## src/rtl/stack_pkg.sv

```systemverilog
// Shared opcode constants, FSM state encoding and program-word layout for the stack sequencer.
// The program word packs the 3-bit opcode above the operand, matching the program buffer layout.
package stack_pkg;

    localparam int DATA_W = 16;

    localparam logic [2:0] OP_NOP  = 3'd0;
    localparam logic [2:0] OP_ADD  = 3'd4;
    localparam logic [2:0] OP_MUL  = 3'd5;
    localparam logic [2:0] OP_PUSH = 3'd6;
    localparam logic [2:0] OP_POP  = 3'd7;

    typedef enum logic [2:0] {
        S_IDLE  = 3'd0,
        S_ISSUE = 3'd1,
        S_GAP   = 3'd2,
        S_DONE  = 3'd3,
        S_ERR   = 3'd4
    } state_t;

    typedef struct packed {
        logic [2:0]        op;
        logic [DATA_W-1:0] data;
    } prog_word_t;

    function automatic logic is_push(input logic [2:0] op);
        return op == OP_PUSH;
    endfunction

endpackage

```

## src/rtl/stack_sequencer_if.sv

```systemverilog
// Host program-load/control signals plus the opcode/operand link to the stack ALU.
// master = host/stack side, slave = sequencer.
interface stack_sequencer_if #(
    parameter int N = 16
);
    logic         prog_valid;
    logic         prog_ready;
    logic [2:0]   prog_op;
    logic [N-1:0] prog_data;
    logic         prog_clear;
    logic         start;
    logic         busy;
    logic         done;
    logic         error;
    logic [N-1:0] result;
    logic [2:0]   stk_opcode;
    logic [N-1:0] stk_in;
    logic [N-1:0] stk_out;
    logic         stk_overflow;

    modport master (
        output prog_valid, prog_op, prog_data, prog_clear, start, stk_out, stk_overflow,
        input  prog_ready, busy, done, error, result, stk_opcode, stk_in
    );

    modport slave (
        input  prog_valid, prog_op, prog_data, prog_clear, start, stk_out, stk_overflow,
        output prog_ready, busy, done, error, result, stk_opcode, stk_in
    );
endinterface

```

## src/rtl/stack_prog_mem.sv

```systemverilog
// Program buffer: DEPTH x W register file, one synchronous write port, one async read port.
// Read data follows rd_addr combinationally; no backpressure, writes land at the next clock edge.
module stack_prog_mem #(
    parameter int  DEPTH = 16,
    parameter int  W     = 19,
    localparam int AW    = $clog2(DEPTH)
) (
    input  logic          clk,
    input  logic          wr_en,
    input  logic [AW-1:0] wr_addr,
    input  logic [W-1:0]  wr_dat,
    input  logic [AW-1:0] rd_addr,
    output logic [W-1:0]  rd_dat
);

    logic [W-1:0] mem_q [DEPTH];

    // Contents are qualified by the write pointer in the sequencer, so no reset is needed here.
    always_ff @(posedge clk) begin
        if (wr_en) begin
            mem_q[wr_addr] <= wr_dat;
        end
    end

    assign rd_dat = mem_q[rd_addr];

endmodule

```

## src/rtl/stack_sequencer.sv

```systemverilog
// Replays a buffered RPN program into the stack ALU, one instruction then one NOP gap per step.
// Outputs registered (k instructions -> 2k cycles start-to-done); program loads only accepted in IDLE.
module stack_sequencer
    import stack_pkg::*;
#(
    parameter int N     = DATA_W,
    parameter int DEPTH = 16,
    parameter int PW    = $clog2(DEPTH) + 1
) (
    input logic               clk,
    input logic               rst_n,
    stack_sequencer_if.slave  bus
);

    localparam int AW = $clog2(DEPTH);

    state_t        state_q, state_d;
    logic [PW-1:0] wptr_q, wptr_d;
    logic [PW-1:0] pc_q, pc_d;
    logic          busy_q, busy_d;
    logic          done_q, done_d;
    logic          error_q, error_d;
    logic [N-1:0]  result_q, result_d;
    logic [2:0]    stk_opcode_q, stk_opcode_d;
    logic [N-1:0]  stk_in_q, stk_in_d;

    logic          full;
    logic          wr_en;
    logic [N+2:0]  rd_word;
    logic [2:0]    rd_op;
    logic [N-1:0]  rd_data;

    assign full  = (wptr_q == PW'(DEPTH));
    // start and prog_clear take priority over a load offered in the same cycle.
    assign bus.prog_ready = (state_q == S_IDLE) && !full && !bus.start && !bus.prog_clear;
    assign wr_en = bus.prog_valid && bus.prog_ready;

    stack_prog_mem #(
        .DEPTH (DEPTH),
        .W     (N + 3)
    ) u_prog_mem (
        .clk     (clk),
        .wr_en   (wr_en),
        .wr_addr (wptr_q[AW-1:0]),
        .wr_dat  ({bus.prog_op, bus.prog_data}),
        .rd_addr (pc_d[AW-1:0]),
        .rd_dat  (rd_word)
    );

    assign rd_op   = rd_word[N+2:N];
    assign rd_data = rd_word[N-1:0];

    always_comb begin
        state_d  = state_q;
        wptr_d   = wptr_q;
        pc_d     = pc_q;
        result_d = result_q;

        unique case (state_q)
            S_IDLE: begin
                if (bus.prog_clear) begin
                    wptr_d = '0;
                end else if (bus.start) begin
                    pc_d    = '0;
                    state_d = (wptr_q != '0) ? S_ISSUE : S_DONE;
                end else if (wr_en) begin
                    wptr_d = wptr_q + 1'b1;
                end
            end
            S_ISSUE: begin
                state_d = S_GAP;
            end
            S_GAP: begin
                // The stack has consumed the issued instruction by now, so stk_out is valid.
                if (bus.stk_overflow) begin
                    state_d = S_ERR;
                end else if (pc_q == wptr_q - 1'b1) begin
                    result_d = bus.stk_out;
                    state_d  = S_DONE;
                end else begin
                    pc_d    = pc_q + 1'b1;
                    state_d = S_ISSUE;
                end
            end
            S_DONE: begin
                state_d = S_IDLE;
            end
            S_ERR: begin
                if (bus.prog_clear) begin
                    wptr_d  = '0;
                    state_d = S_IDLE;
                end
            end
            default: begin
                state_d = S_IDLE;
            end
        endcase

        // Flag and stack-port outputs are decoded from the next state so they align with state_q.
        busy_d       = (state_d == S_ISSUE) || (state_d == S_GAP);
        done_d       = (state_d == S_DONE);
        error_d      = (state_d == S_ERR);
        stk_opcode_d = (state_d == S_ISSUE) ? rd_op : OP_NOP;
        stk_in_d     = ((state_d == S_ISSUE) && is_push(rd_op)) ? rd_data : '0;
    end

    always_ff @(posedge clk or negedge rst_n) begin
        if (!rst_n) begin
            state_q      <= S_IDLE;
            wptr_q       <= '0;
            pc_q         <= '0;
            busy_q       <= 1'b0;
            done_q       <= 1'b0;
            error_q      <= 1'b0;
            result_q     <= '0;
            stk_opcode_q <= OP_NOP;
            stk_in_q     <= '0;
        end else begin
            state_q      <= state_d;
            wptr_q       <= wptr_d;
            pc_q         <= pc_d;
            busy_q       <= busy_d;
            done_q       <= done_d;
            error_q      <= error_d;
            result_q     <= result_d;
            stk_opcode_q <= stk_opcode_d;
            stk_in_q     <= stk_in_d;
        end
    end

    assign bus.busy       = busy_q;
    assign bus.done       = done_q;
    assign bus.error      = error_q;
    assign bus.result     = result_q;
    assign bus.stk_opcode = stk_opcode_q;
    assign bus.stk_in     = stk_in_q;

endmodule

```

## src/flat_wrapper.sv

```systemverilog
// flat-port wrapper written by rule: the top's interface ports become plain ports
module stack_sequencer_flat import stack_pkg::*;
#(
    parameter int N     = DATA_W,
    parameter int DEPTH = 16,
    parameter int PW    = $clog2(DEPTH) + 1
)
  (clk, rst_n, bus_prog_valid, bus_prog_op, bus_prog_data, bus_prog_clear, bus_start, bus_stk_out, bus_stk_overflow, bus_prog_ready, bus_busy, bus_done, bus_error, bus_result, bus_stk_opcode, bus_stk_in);
  stack_sequencer_if #(.N(N)) bus_i ();
  input logic clk;
  input logic rst_n;
  input wire logic [$bits(bus_i.prog_valid)-1:0] bus_prog_valid;
  input wire logic [$bits(bus_i.prog_op)-1:0] bus_prog_op;
  input wire logic [$bits(bus_i.prog_data)-1:0] bus_prog_data;
  input wire logic [$bits(bus_i.prog_clear)-1:0] bus_prog_clear;
  input wire logic [$bits(bus_i.start)-1:0] bus_start;
  input wire logic [$bits(bus_i.stk_out)-1:0] bus_stk_out;
  input wire logic [$bits(bus_i.stk_overflow)-1:0] bus_stk_overflow;
  output wire logic [$bits(bus_i.prog_ready)-1:0] bus_prog_ready;
  output wire logic [$bits(bus_i.busy)-1:0] bus_busy;
  output wire logic [$bits(bus_i.done)-1:0] bus_done;
  output wire logic [$bits(bus_i.error)-1:0] bus_error;
  output wire logic [$bits(bus_i.result)-1:0] bus_result;
  output wire logic [$bits(bus_i.stk_opcode)-1:0] bus_stk_opcode;
  output wire logic [$bits(bus_i.stk_in)-1:0] bus_stk_in;
  assign bus_i.prog_valid = bus_prog_valid;
  assign bus_i.prog_op = bus_prog_op;
  assign bus_i.prog_data = bus_prog_data;
  assign bus_i.prog_clear = bus_prog_clear;
  assign bus_i.start = bus_start;
  assign bus_i.stk_out = bus_stk_out;
  assign bus_i.stk_overflow = bus_stk_overflow;
  assign bus_prog_ready = bus_i.prog_ready;
  assign bus_busy = bus_i.busy;
  assign bus_done = bus_i.done;
  assign bus_error = bus_i.error;
  assign bus_result = bus_i.result;
  assign bus_stk_opcode = bus_i.stk_opcode;
  assign bus_stk_in = bus_i.stk_in;
  stack_sequencer #(.N(N), .DEPTH(DEPTH), .PW(PW)) u_core (.clk(clk), .rst_n(rst_n), .bus(bus_i));
endmodule
```

## config.mk

```make
export PLATFORM = sky130hd
export DESIGN_NAME = stack_sequencer_flat
export DESIGN_NICKNAME = d
export VERILOG_FILES = /design/src/rtl/stack_pkg.sv /design/src/rtl/stack_sequencer_if.sv /design/src/rtl/stack_prog_mem.sv /design/src/rtl/stack_sequencer.sv /design/src/flat_wrapper.sv
export SDC_FILE = /design/constraint.sdc
export NUM_CORES = 1
export LEC_CHECK = 0
export ABC_AREA = 1
export CORE_UTILIZATION = 64
export DETAILED_ROUTE_END_ITERATION = 8
export PLACE_DENSITY = 0.84
export REMOVE_ABC_BUFFERS = 1
export SLEW_MARGIN = 15
export SYNTH_ARGS = -nofsm -noshare
export SYNTH_HDL_FRONTEND = slang
export SYNTH_SLANG_ARGS = --single-unit
export TNS_END_PERCENT = 10
```

## constraint.sdc

```tcl
create_clock -name clk -period 5.5 [get_ports clk]
set_clock_uncertainty 0.2 [all_clocks]
set_input_delay 1.65 -clock clk [delete_from_list [all_inputs] [get_ports clk]]
set_output_delay 1.65 -clock clk [all_outputs]
set_load 0.005 [all_outputs]
```

==> results of run 1 <==
[kinds of logic after synthesis]
| group | Yosys count |
|---|---|
| AO/OA/AOI/OAI | 34 |
| XOR/XNOR | 1 |
| adder cells (fa/ha/maj) | 6 |
| buffers and inverters | 116 |
| flip-flops | 355 |
| multiplexers | 16 |
| AND/OR/NAND/NOR | 695 |
[state kept, by name, summed over array words and instances, names as in the netlist, 3 cells and up]
signal / cells
u_core.bus.stk_in: 16
u_core.u_prog_mem.mem_q: 304
u_core.state_q: 3
u_core.pc_q: 5
u_core.bus.result: 16
u_core.bus.stk_opcode: 3
u_core.wptr_q: 5
[Yosys cell counts, drive strengths merged, types with 4 or more instances]
master and number:
clkbuf 12, nand3 279, dfrtp 51, o21ai 20, edfxtp 304, nor2 64
ha 6, buf 52, nand3b 7, a21oi 10, mux2 16, inv 50
nand2 338, nor3 4
[area by class of cell]
| cell class | count | area [um^2] | area share |
|---|---|---|---|
| flip-flops and latches | 355 | 10410 | 0.6190 |
| multi-input cells | 752 | 3692 | 0.2197 |
| repair buffers | 108 | 1028 | 0.06119 |
| clock buffers | 49 | 991.0 | 0.05895 |
| well taps | 280 | 350.3 | 0.02084 |
| inverters | 52 | 196.4 | 0.01169 |
| clock inverters | 15 | 145.1 | 0.008635 |
[power breakdown]
part	internal, W	switching [W]
clock	0.00140	0.000978
combinational	0.000565	0.00124
sequential	0.00302	0.0000532
total	0.00498	0.00227
[layer usage]
layer,part of all wire,wire length [um],track usage,up-vias
met4,0.039,1368,0.1448,0
met3,0.10,3669,0.05387,122
met1,0.37,12910,0.4019,4763
li1,-,-,-,4424
met5,0,0,0,-
met2,0.49,17060,0.5048,633
[metrics by stage]
stage	hold WS [ns]	area (um^2)	util
finish	0.3027	16810	0.7608
global route	0.3138	16810	0.7608
CTS	0.3059	16810	0.7608
detailed placement	0.2922	15670	0.7094
global placement	0.2858	15670	0.7094
floorplan	0.3042	14240	-
[critical path: cells and delay by family]
kind | cells | cell delay, ns
buffers and inverters | 2 | 0.98
and+or+nand+nor | 1 | 0.24
[worst max path at each step]
stage                     startpoint                    to  slack, ns  depth (start not counted)
floorplan           bus_stk_overflow  u_core.bus.stk_in[0]       0.16                         13
global placement      bus_prog_clear        bus_prog_ready       0.79                          3
detailed placement  bus_stk_overflow  u_core.bus.stk_in[1]       0.72                         14
CTS                   bus_prog_clear        bus_prog_ready       0.77                          3
global route          bus_prog_clear        bus_prog_ready       0.68                          3
finish                bus_prog_clear        bus_prog_ready       0.78                          3
==> impl_metrics.tcl, run 1 <==
set metrics [dict create \
    drtIter0Drc 1159 \
    cts_tree "yes" \
    drc 0 \
    min_from "u_core.bus.result[11]" \
    netlist_instances 1223 \
    layout.nets 1352 \
    cp_slowest_cell "clkdlybuf4s50_1" \
    worstSkewPairLatency_ns 0.51 \
    firstDrtPassIters 7 \
    clock_tree.buffer_depth 3 \
    fin_crit_sh 0.8590 \
    cp-end-kind "output port" \
    synth-simple-area-share 0.2174 \
    slew_headroom 0.4194 \
    dp_cells 1547 \
    hpwlAfterDp_um 18080 \
    post_cts_buffers 0 \
    muxShareOfSynthArea 0.01236 \
    p_total_w 0.007248 \
    viasPerCell 6.171 \
    arrival_ns 2.87 \
    cp_common_cell "clkdlybuf4s50_1" \
    setup_viol 0 \
    critPathLaunchType "input pin" \
    worstMarginPinSlew_ns 0.8700 \
    grt-ovfl-total 0 \
    synth.yosys.seq_area_share 0.7136 \
    hold_viol 0 \
    ys_ff_latch 355 \
    worstHoldEndpoint "u_core.bus.result[11]" \
    grt_pass1_wl_um 54030 \
    syn_to_final_growth_pct 15.27 \
    wirelength_um 35020 \
    reg2reg_slack_ns 1.54 \
    mostFrequentLayoutCells "nand2_1 (328), edfxtp_1 (304), nand3_1 (277)" \
    cts_resized 0 \
    synth_area_um2 14580 \
    max_freq_ghz 0.2117 \
    cts_made_buffers 36 \
    clk_pin_slew_ns 0.06 \
    crit_type "input pin to output port" \
    die_area_um2 23390 \
    cap_violations 0 \
    start_util 0.6600 \
    p_leak_nw 6.330 \
    max_stage_delay_ns 0.54 \
    synth_edf_count 304 \
    ant_nets 0 \
    drive_gt1_frac 0.1119 \
    synth_xor_xnor_area_share 0.0006007 \
    cp_cell_sequence "clkdlybuf4s50_1 -> nor3_1 -> clkdlybuf4s50_1" \
    clockRootBuffer "clkbuf_16" \
    cp_max_fo 3 \
    ys_top_cells_by_area "edfxtp_1 (63%), nand3_1 (9.5%), dfrtp_1 (8.8%)" \
    row_count 54 \
    ys.flop_type "edfxtp_1" \
    pre_cts_ws_ns 0.7192 \
    vias 9942 \
    r2r_start "u_core.wptr_q[0]" \
    die_w_um 152.9 \
    ys_async_sr_fraction 0.1437 \
    status "complete, no violations" \
    whs_path_depth 1 \
    fillers 1292 \
    track_usage 0.3067 \
    grt_max_degree 94 \
    die_h_um 152.9 \
    fin_tns_setup_ns 0 \
    rr_endpoint "u_core.bus.stk_in[15]" \
    period_needed_ns 4.724 \
    synthAdderAreaFrac 0.005148 \
    io_pins 80 \
    yosysUniqueCellTypes 36 \
    antenna_found_initial 0 \
    clock_sinks 355 \
    synth_compound_area_frac 0.01442 \
    fin_cells 1611 \
    ys_warn_count 0 \
    fin_ws_ns 0.7758 \
    final_common_cell "nand2_1" \
    htree_num_levels 2 \
    gp_congestion 0.8550 \
    hold_class "flip-flop to flip-flop" \
    first_global_vias 10050 \
    diodes 0 \
    core-area_um2 22090 \
    synth_area_leader_cell "edfxtp_1" \
    syn_area_per_cell_um2 11.92 \
    powerDensity_nw_per_um2 431.2 \
    wl_per_cell_um 21.74 \
    synth_top_family_by_area "simple AND/OR/NAND/NOR gates" \
    synth_top_area_share 0.6261 \
    maxSlewViolCount 0 \
    ctsHoldBuffers 0 \
    portBuffers 79 \
    required_ns 3.65 \
    ff2ff_path_depth 21 \
    vdd_drop_max_mv 0.2873 \
    rsz0062_at_grt "false" \
]
No activity file was read; power rests on OpenSTA's default activity.
==> run 2: changes to the inputs <==
--- a/config.mk
+++ b/config.mk
@@ -8,7 +8,8 @@
 export ABC_AREA = 1
 export CORE_UTILIZATION = 64
 export DETAILED_ROUTE_END_ITERATION = 8
-export PLACE_DENSITY = 0.84
+export MAX_ROUTING_LAYER = met4
+export PLACE_DENSITY = 0.93
 export REMOVE_ABC_BUFFERS = 1
 export SLEW_MARGIN = 15
 export SYNTH_ARGS = -nofsm -noshare
==> impl_metrics.tcl, run 2 (synthesized netlist as in run 1, its figures left out) <==
set metrics [dict create \
    status "complete, no violations" \
    grt_pass1_wl_um 56680 \
    cts_tree "yes" \
    p_sw_frac 0.3212 \
    drive_gt1_frac 0.1137 \
    p_int_w 0.004954 \
    required_ns 3.65 \
    cp-end-kind "output port" \
    cts_resized 0 \
    fin_util 0.7607 \
    period_needed_ns 4.758 \
    final_common_cell "nand2_1" \
    hold_viol 0 \
    vias 10310 \
    syn_to_final_growth_pct 15.26 \
    clockPowerShare 0.325 \
    critPathLaunchType "input pin" \
    htree_num_levels 2 \
    max_freq_ghz 0.2102 \
    hold_class "flip-flop to flip-flop" \
    fillers 1183 \
    antenna_found_initial 0 \
    diodes 0 \
    mostFrequentLayoutCells "nand2_1 (328), edfxtp_1 (304), nand3_1 (277)" \
    start_util 0.6600 \
    die_w_um 152.9 \
    cap_violations 0 \
    largest_reg_flops 304 \
    area.sequential_um2 10410 \
    row_count 54 \
    rsz0062_at_grt "false" \
    die_area_um2 23390 \
    worstMarginPinSlew_ns 0.8188 \
    ctsHoldBuffers 0 \
    clock_tree.buffer_depth 3 \
    largest-register "u_core.u_prog_mem.mem_q" \
    maxSlewViolCount 0 \
    wl_per_cell_um 22.79 \
    clock_sinks 355 \
    setup_viol 0 \
    multi_input_area_um2 3692 \
    cts_made_buffers 35 \
    die_h_um 152.9 \
    p_total_w 0.007298 \
    post_cts_buffers 0 \
    grt-ovfl-total 0 \
    clockRootBuffer "clkbuf_16" \
    vdd_drop_max_mv 0.3179 \
    powerDensity_nw_per_um2 434.3 \
    p_leak_nw 6.327 \
    slew_headroom 0.4535 \
    fin_tns_setup_ns 0 \
    firstDrtPassIters 6 \
    io_pins 80 \
    portBuffers 79 \
    hpwlAfterDp_um 19290 \
    p_comb_frac 0.254 \
    track_usage 0.3329 \
    seqPwrFrac 0.421 \
    p_switching_w 0.002344 \
    ant_nets 0 \
    arrival_ns 2.91 \
    drc 0 \
    fin_crit_sh 0.8650 \
    crit_type "input pin to output port" \
    viasPerCell 6.409 \
    grt_max_degree 115 \
    worstSkewPairLatency_ns 0.55 \
    first_global_vias 10280 \
    drtIter0Drc 1477 \
    gp_congestion 0.9049 \
    clk_pin_slew_ns 0.06 \
    core-area_um2 22090 \
    wirelength_um 36640 \
    layout.nets 1349 \
    cp_max_fo 3 \
]
==> run 2: changes by cell type in the layout (fill, tap and decap cells not counted) <==
cell,previous run,this run
clkbuf_16,37,35
clkbuf_8,2,3
clkbuf_1,10,7
clkinv_2,6,7
clkinv_16,0,1
clkinv_1,8,6
buf_4,27,25
clkinv_8,0,1
clkinvlp_4,1,2
inv_6,0,1
==> run 2: worst paths after layout <==
| kind | from | endpoint | slack, ns | depth (start not counted) |
|---|---|---|---|---|
| min reg2reg | u_core.bus.result[5] | u_core.bus.result[5] | 0.30 | 1 |
| max | bus_prog_clear | bus_prog_ready | 0.74 | 3 |
| max in group asynchronous | rst_n | u_core.bus.result[11] | 3.35 | 2 |
| min | u_core.bus.result[5] | u_core.bus.result[5] | 0.30 | 1 |
| min in group asynchronous | rst_n | u_core.bus.stk_in[2] | 0.83 | 1 |
| max reg2reg | u_core.wptr_q[0] | u_core.bus.stk_in[15] | 1.47 | 19 |
==> run 2: per-layer routing <==
layer	GRT usage	routed length, um
met1	0.4194	12550
met2	0.5190	17790
met3	0.05245	4380
met4	0.1938	1918
met5	-	0
==> run 2: per-stage QoR <==
stage	cell area (um^2)	std cells	setup WS (ns)	hold WS [ns]
after global routing	16810	1608	0.6163	0.3218
final	16810	1608	0.7424	0.3046
after detailed placement	15660	1545	0.5795	0.2915
after CTS	16810	1608	0.7179	0.3050
after floorplan	14240	1159	0.1645	0.3042
after global placement	15660	1545	0.7242	0.2856
==> run 2: cell type report <==
| class | instances | share of cell area |
|---|---|---|
| clock buffers | 45 | 0.05613 |
| flip-flops and latches | 355 | 0.6191 |
| multi-input cells | 752 | 0.2197 |
| inverters | 52 | 0.01169 |
| clock inverters | 18 | 0.01221 |
| well taps | 280 | 0.02085 |
| repair buffers | 106 | 0.06030 |
==> run 2: power groups by stage <==
| stage | Sequential, W | Clock [W] | Combinational [W] |
|---|---|---|---|
| floorplan | 0.00311 | 0 | 0.00120 |
| global placement | 0.00312 | 0 | 0.00166 |
| detailed placement | 0.00312 | 0 | 0.00176 |
| CTS | 0.00307 | 0.00238 | 0.00182 |
| global route | 0.00308 | 0.00250 | 0.00202 |
| finish | 0.00307 | 0.00237 | 0.00185 |
==> run 2: critical path: stages <==
cell and delay [ns]:
clkdlybuf4s50_1 0.45, nor3_1 0.25, clkdlybuf4s50_1 0.55
==> run 3: changes to the inputs <==
--- a/config.mk
+++ b/config.mk
@@ -11,6 +11,7 @@
 export MAX_ROUTING_LAYER = met4
 export PLACE_DENSITY = 0.93
 export REMOVE_ABC_BUFFERS = 1
+export SETUP_SLACK_MARGIN = 0.02
 export SLEW_MARGIN = 15
 export SYNTH_ARGS = -nofsm -noshare
 export SYNTH_HDL_FRONTEND = slang
==> results of run 3 <==
The final DEF is identical to that of run 2; final timing and power are the same.
